==> src/rtl/calc_port_master.sv <==
// Calculator port master: issues tagged two-beat requests (command+op1, then op2)
// to a calculator port and forwards its tagged responses with 1-cycle latency.
module calc_port_master #(
    parameter int DATA_WIDTH = 32,
    parameter int CMD_WIDTH  = 4,
    parameter int TAG_WIDTH  = 2,
    parameter int TIMEOUT    = 255
) (
    input  logic                  clk,
    input  logic                  reset,
    input  logic                  req_valid,
    output logic                  req_ready,
    input  logic [CMD_WIDTH-1:0]  req_cmd,
    input  logic [DATA_WIDTH-1:0] req_op1,
    input  logic [DATA_WIDTH-1:0] req_op2,
    output logic [CMD_WIDTH-1:0]  cmd_in,
    output logic [DATA_WIDTH-1:0] data_in,
    output logic [TAG_WIDTH-1:0]  tag_in,
    input  logic [1:0]            resp_out,
    input  logic [DATA_WIDTH-1:0] data_out,
    input  logic [TAG_WIDTH-1:0]  tag_out,
    output logic                  rsp_valid,
    output logic [1:0]            rsp_resp,
    output logic [DATA_WIDTH-1:0] rsp_data,
    output logic [TAG_WIDTH-1:0]  rsp_tag,
    output logic [TAG_WIDTH:0]    outstanding,
    output logic                  timeout_err,
    output logic                  spurious_err
);
    localparam int NUM_TAGS = 2 ** TAG_WIDTH;
    localparam int AGE_W    = (TIMEOUT < 2) ? 1 : $clog2(TIMEOUT + 1);
    localparam logic [AGE_W-1:0] AGE_MAX = AGE_W'(TIMEOUT);

    typedef enum logic [1:0] {
        IDLE = 2'd0,
        CMD  = 2'd1,
        OP2  = 2'd2
    } state_t;

    state_t                state_q, state_d;
    logic [CMD_WIDTH-1:0]  cmd_in_q, cmd_in_d;
    logic [DATA_WIDTH-1:0] data_in_q, data_in_d;
    logic [TAG_WIDTH-1:0]  tag_in_q, tag_in_d;
    logic [DATA_WIDTH-1:0] op2_q, op2_d;
    logic [NUM_TAGS-1:0]   busy_q, busy_d;
    logic [AGE_W-1:0]      age_q [NUM_TAGS];
    logic [AGE_W-1:0]      age_d [NUM_TAGS];
    logic                  rsp_valid_q, rsp_valid_d;
    logic [1:0]            rsp_resp_q, rsp_resp_d;
    logic [DATA_WIDTH-1:0] rsp_data_q, rsp_data_d;
    logic [TAG_WIDTH-1:0]  rsp_tag_q, rsp_tag_d;
    logic                  timeout_err_q, timeout_err_d;
    logic                  spurious_err_q, spurious_err_d;

    logic                  free_found;
    logic [TAG_WIDTH-1:0]  alloc_tag;
    logic                  accept;
    logic                  resp_hit;
    logic                  resp_spurious;
    logic [TAG_WIDTH:0]    busy_count;

    // Lowest free tag from the pre-edge busy vector, so a tag released this
    // cycle only becomes allocatable on the next one.
    always_comb begin
        // NOTE: every variable written here gets a default first so no latch is inferred.
        free_found = 1'b0;
        alloc_tag  = '0;
        for (int i = 0; i < NUM_TAGS; i++) begin
            if (!busy_q[i] && !free_found) begin
                free_found = 1'b1;
                alloc_tag  = TAG_WIDTH'(i);
            end
        end
    end

    assign req_ready     = !reset && (state_q == IDLE || state_q == OP2) && free_found;
    assign accept        = req_valid && req_ready;
    assign resp_hit      = (resp_out != 2'd0) && busy_q[tag_out];
    assign resp_spurious = (resp_out != 2'd0) && !busy_q[tag_out];

    // Port sequencer: the calculator-side outputs are computed for the
    // state being entered and registered alongside it.
    always_comb begin
        state_d   = state_q;
        cmd_in_d  = '0;
        data_in_d = '0;
        tag_in_d  = '0;
        op2_d     = op2_q;
        case (state_q)
            IDLE: begin
                if (accept) state_d = CMD;
            end
            CMD: begin
                state_d   = OP2;
                data_in_d = op2_q;
            end
            OP2: begin
                state_d = accept ? CMD : IDLE;
            end
            default: state_d = IDLE;
        endcase
        if (accept) begin
            cmd_in_d  = req_cmd;
            data_in_d = req_op1;
            tag_in_d  = alloc_tag;
            op2_d     = req_op2;
        end
    end

    // Tag bookkeeping, ageing and response forwarding.
    always_comb begin
        busy_d         = busy_q;
        timeout_err_d  = timeout_err_q;
        spurious_err_d = spurious_err_q | resp_spurious;
        rsp_valid_d    = resp_hit;
        rsp_resp_d     = resp_hit ? resp_out : 2'd0;
        rsp_data_d     = resp_hit ? data_out : '0;
        rsp_tag_d      = resp_hit ? tag_out  : '0;

        if (resp_hit) busy_d[tag_out] = 1'b0;
        if (accept)   busy_d[alloc_tag] = 1'b1;

        for (int i = 0; i < NUM_TAGS; i++) begin
            age_d[i] = age_q[i];
            if (accept && alloc_tag == TAG_WIDTH'(i)) begin
                age_d[i] = '0;
            end else if (busy_q[i] && age_q[i] != AGE_MAX) begin
                age_d[i] = age_q[i] + AGE_W'(1);
                if (age_d[i] == AGE_MAX) timeout_err_d = 1'b1;
            end
        end
    end

    always_comb begin
        busy_count = '0;
        for (int i = 0; i < NUM_TAGS; i++) begin
            busy_count = busy_count + {{TAG_WIDTH{1'b0}}, busy_q[i]};
        end
    end

    always_ff @(posedge clk or posedge reset) begin
        if (reset) begin
            state_q        <= IDLE;
            cmd_in_q       <= '0;
            data_in_q      <= '0;
            tag_in_q       <= '0;
            op2_q          <= '0;
            busy_q         <= '0;
            rsp_valid_q    <= 1'b0;
            rsp_resp_q     <= '0;
            rsp_data_q     <= '0;
            rsp_tag_q      <= '0;
            timeout_err_q  <= 1'b0;
            spurious_err_q <= 1'b0;
            // NOTE: the age array is reset too; a stale age would raise a false timeout.
            for (int i = 0; i < NUM_TAGS; i++) age_q[i] <= '0;
        end else begin
            // NOTE: non-blocking so every flop samples the pre-edge values.
            state_q        <= state_d;
            cmd_in_q       <= cmd_in_d;
            data_in_q      <= data_in_d;
            tag_in_q       <= tag_in_d;
            op2_q          <= op2_d;
            busy_q         <= busy_d;
            rsp_valid_q    <= rsp_valid_d;
            rsp_resp_q     <= rsp_resp_d;
            rsp_data_q     <= rsp_data_d;
            rsp_tag_q      <= rsp_tag_d;
            timeout_err_q  <= timeout_err_d;
            spurious_err_q <= spurious_err_d;
            for (int i = 0; i < NUM_TAGS; i++) age_q[i] <= age_d[i];
        end
    end

    assign cmd_in       = cmd_in_q;
    assign data_in      = data_in_q;
    assign tag_in       = tag_in_q;
    assign rsp_valid    = rsp_valid_q;
    assign rsp_resp     = rsp_resp_q;
    assign rsp_data     = rsp_data_q;
    assign rsp_tag      = rsp_tag_q;
    assign outstanding  = busy_count;
    assign timeout_err  = timeout_err_q;
    assign spurious_err = spurious_err_q;

endmodule

==> config.mk <==
export PLATFORM = sky130hd
export DESIGN_NAME = calc_port_master
export DESIGN_NICKNAME = d
export VERILOG_FILES = /design/src/rtl/calc_port_master.sv
export SDC_FILE = /design/constraint.sdc
export NUM_CORES = 1
export LEC_CHECK = 0
export CAP_MARGIN = 40
export CORE_MARGIN = 3
export CORE_UTILIZATION = 47
export CTS_BUF_LIST = sky130_fd_sc_hd__clkbuf_16
export CTS_CLUSTER_DIAMETER = 200
export DETAILED_ROUTE_END_ITERATION = 7
export PLACE_DENSITY = 0.91
export SYNTH_ARGS = -nofsm -noshare
export SYNTH_HDL_FRONTEND = slang
export SYNTH_SLANG_ARGS = --single-unit
==> constraint.sdc <==
create_clock -name clk -period 6.2 [get_ports clk]
set_input_delay 1.24 -clock clk [delete_from_list [all_inputs] [get_ports clk]]
set_output_delay 1.24 -clock clk [all_outputs]
set_load 0.005 [all_outputs]
==> After elaboration in Yosys (flattened, before gate mapping) <==
Index checks and enable logic that the tools add are counted.
Widths: inputs -> output; s select.
{ "word_totals": {"ff_bits": 147, "input_bits": 107, "out_inout_bits": 81, "wordCells": 123} }
{ "classes": {"add_sub_neg": 7, "magnitude_cmp": 4, "n_eq_ne": 14, "muxes": 45, "bitwise_logic": 4, "reduce_logical": 33} }
{ "ops": {"columns": ["op", "n"], "rows": [
  ["$mux 32", 3],
  ["$mux 8", 8],
  ["$add 8x1->8 const B", 4],
  ["$eq 8x8->1 const B", 4],
  ["$ne 8x8->1 const B", 4],
  ["$mux 1", 21],
  ["$logic_and 1x1->1", 18],
  ["$mux 2", 6],
  ["$mux 4", 3],
  ["$reduce_bool 2->1", 5],
  ["$logic_not 1->1", 7],
  ["$eq 2x2->1 const B", 3],
  ["$lt 2x3->1 const B", 2],
  ["$pmux 2 s3", 1],
  ["$and 4x4->4", 1],
  ["$demux 1 s2", 2],
  ["$eq 2x1->1 const B", 2],
  ["$ge 2x1->1 const B", 2],
  ["$logic_not 2->1", 2],
  ["$not 4->4", 1],
  ["$or 4x4->4", 1],
  ["$add 2x1->3", 1],
  ["$add 3x1->3", 1],
  ["$add 1x1->2", 1],
  ["4 further kinds", 4]
]} }

==> Logic depth before layout (Yosys ltp) <==
{ "logic_depth": {"word_depth": 22, "depth_mapped": 7, "mapped_depth_nobuf": 6} }

==> Worst setup path before layout <==
OpenSTA, ideal clock, no wires.
{ "synth_path": {"kind": "in2out", "start": "input port reset", "end": "output port req_ready", "arrival_ns": 1.589, "required_time_ns": 4.960, "slack_ns": 3.371, "path_stages": 1, "n_path_buf": 0, "path_cell_list": "a311oi_2"} }
{ "synth_via": {"elab_chain_cells": 3} }
{ "synth_lines": {"columns": ["element", "line", "source"], "rows": [
  ["from (decl)", "10", "input logic reset,"],
  ["$logic_not 1->1 (no source line)", null, null],
  ["$logic_and 1x1->1 (2 in series)", "76", "assign req_ready = !reset && (state_q == IDLE || state_q == OP2) && free_found;"],
  ["to (decl)", "12", "output logic req_ready,"]
]} }
No other way between the ends.

==> Worst setup path after layout <==
Ends and elaborated chain as after synthesis.

==> impl_results.md <==
- Clk sink count: approximately 150
- Vias in the first global route: ~4,700
- Core Area: 12,800 µm²
- F_max: 0.238 GHz
- # hold bufs at CTS: 0
- CP Class: in2out
- Max transition margin: 47.5%
- Fin nets: around 800
- Final instance area: around 9000 µm²
- Tcrit/Tclk final: between 60% and 70%
- Layout Utilization: slightly below 70%
- Clock power frac: 33.5%
- Root buffer cell: clkbuf_16
- Yosys warning total: 0
- Placed inst area: 8160 µm²
- Ranking of synthesized cells by area: dfrtp_1 (59%), a22o_1 (4.9%), mux2_2 (4.9%)
- Worst Min Path Start: op2_q[7]
- Power Density: between 300 and 400 nW/µm²
- Layout cell share with drive strength beyond 1: 11.0%
- Max FO, Critical Path: 6
- GRT overflow: 0
- Worst-path clk slew: 0.06 ns
- Most common cell after layout, fill and taps aside: clkdlybuf4s50_1
- Placer Congestion: 0.819
- Cell-internal power: 2.40 mW
- Synth area leader: dfrtp_1
- Die height: 121 µm
- Post-Place Worst Slack: around 2.0 ns
- I/O pin count: 188
- DIE AREA: about 15,000 µm²
- RSZ-0062 raised after global routing: false
- # Post-CTS Setup Buffers: 0
- H-Tree Depth: 4
- IO buf count: 187
- Sequential-to-total area share from yosys stat: 59.3%
- Gate power share: 25.8%
- Post-route ant nets: 0
- Sw Ratio: 28.7%
- Num CTS Buffers: 17
- Hold Slack: 0.488 ns
- Post-route minimum period: 4.19 ns
- Setup_tns: 0 ns
- Switching power: 0.965 mW
- Leak: 3.85 nW
- Async set-reset flop share out of synthesis: 100%
- Iteration-0 DRC Markers: roughly 360
- Hold Path Stages: 1
- Initial antenna violation count: 1
- Flops & latches, synth: 147
- Number of remaining DRC errors: 0
- EDFF count, synth: 0
- Syn_area_per_cell: 12.6 µm²
- Final Hold Violating Endpoints: 0
- Max clock buf depth: 2
- Reg power frac: 40.8%
- Final WS setup: 2.01 ns
- Top_reg_cell synth: dfrtp_1
- Critical Path End Type: primary output
- Netlist cell types: 57
- Gr usage total: 22.4%
- Drt pass-1 iters: 4
- Worst Path Arrival: 2.95 ns
- R2r setup slk: 3.54 ns
- CTS tree: yes
- Run status: complete, no violations
- Reg2reg path depth: 4
- Maximum vdd drop: 0.256 mV
- Vias per cell: roughly 5.3
- Slew Limit Fails: 0
- Post-CTS resize count: 0
- Detail Placement HPWL: 11,100 µm
- Slew @ Worst Pin: 0.788 ns
- Mapped cell area: 6200 µm²
- Yosys top cell area share: about three fifths
- RR Startpoint: busy_q[0]
- FF-to-FF End: op2_q[15]
- Syn Nets: roughly 610
- First-pass GRT wire length: between 20,000 and 30,000 µm
- Final Skew: 0.00660 ns
- Most frequent cells in the layout: clkdlybuf4s50_1 (187), dfrtp_1 (147), and2_1 (37)
- Starting Density: 48.5%
- Max_cap viols: 0
- Largest net degree at the start of global routing: 75
- Critical path required time: 4.96 ns
- DR vias: 4,539
- # setup viols final: 0
- Total length of routed wires: 16,100 µm
- Clock Latency Late Sink: between 0.4 and 0.5 ns
- Endpoint of the worst hold path: data_in[7]
- Mapped Cells: 491
- Die W: 121 µm
- Area Overhead vs Synth: 42.1%
- Core Rows: 41
- Critical Path Source Type: primary input
- Min-Delay Path Class: reg2reg
- Wire per inst: 18.6 µm
## sequential cells by signal, summed over array words and instances (netlist names), 4 cells and up
name      count
age_q        32
busy_q        4
cmd_in        4
data_in      32
op2_q        32
rsp_data     32
## synth_stat cells, types with 2 or more instances
| master | count |
|---|---|
| a211oi_1 | 4 |
| a21o_1 | 2 |
| a21oi_1 | 8 |
| a22o_1 | 35 |
| a31oi_1 | 2 |
| and2_1 | 37 |
| and3_1 | 7 |
| buf_2 | 4 |
| buf_4 | 6 |
| buf_6 | 6 |
| clkbuf_1 | 4 |
| dfrtp_1 | 147 |
| ha_1 | 12 |
| inv_1 | 17 |
| mux2_2 | 27 |
| mux2_4 | 6 |
| nand2_1 | 26 |
| nand2b_1 | 5 |
| nand3_1 | 10 |
| nand4_1 | 11 |
| nand4b_1 | 2 |
| nor2_1 | 27 |
| nor2b_1 | 6 |
| nor3_1 | 4 |
| nor4b_1 | 2 |
| o21ai_0 | 16 |
| o22ai_1 | 2 |
| o31ai_1 | 4 |
| o41ai_1 | 2 |
| xnor2_1 | 11 |
| xor2_1 | 13 |
## per-layer routing
layer / GRT usage, % / vias to the layer above / part of all wire (%) / wire length, µm
li1: - / 2080 / - / -
met1: 26.1 / 2266 / 38 / 6160
met2: 38.7 / 170 / 54 / 8620
met3: 7.02 / 23 / 6.0 / 971
met4: 8.14 / 0 / 1.9 / 308
met5: 0 / - / 0 / 0
## cell families (layout without fill, tap and decap cells)
kind of cell	count (synthesis)	after routing	synth area share (%)
AOI/OAI and AO/OA	83	83	10.5
and+or+nand+nor	148	148	13.2
buffers and inverters	41	239	3.94
xor gates and xnor gates	24	24	3.39
muxes	35	35	6.88
other	0	1	0
DFF	147	147	59.3
adders and majority gates	13	13	2.75
## worst max path at each step
stage,startpoint,end,cells after the start
2_1_floorplan,reset,age_q[0],1
3_3_place_gp,reset,req_ready,3
3_5_place_dp,reset,req_ready,3
4_1_cts,reset,req_ready,3
5_1_grt,reset,req_ready,3
6_report,reset,req_ready,3
## area by class of cell
class                   instances  area, µm²
multi-input cells             303       2280
clock inverters                14        220
diodes                          1       2.50
well taps                     172        215
repair buffers                190       1910
inverters                      18       72.6
fillers                       823       3970
flip-flops and latches        147       3680
clock buffers                  17        425
## worst max-delay path: stages
cell and delay [ns]:
clkdlybuf4s50_1 0.55, a311oi_2 0.54, clkdlybuf4s50_1 0.62
## metrics by stage
step | power, mW | std cells
after floorplan | 1.85 | 491
after global placement | 2.18 | 829
after detailed placement | 2.25 | 830
after CTS | 3.38 | 861
after global routing | 3.54 | 862
final | 3.36 | 862
## power by group through the flow
stage / sequential [mW] / clock (mW) / combinational (mW)
final: 1.37 / 1.12 / 0.866
after global routing: 1.40 / 1.18 / 0.957
after CTS: 1.37 / 1.14 / 0.877
after detailed placement: 1.38 / 0 / 0.867
after global placement: 1.36 / 0 / 0.822
after floorplan: 1.31 / 0 / 0.544
No activity file was read; power rests on OpenSTA's default activity.
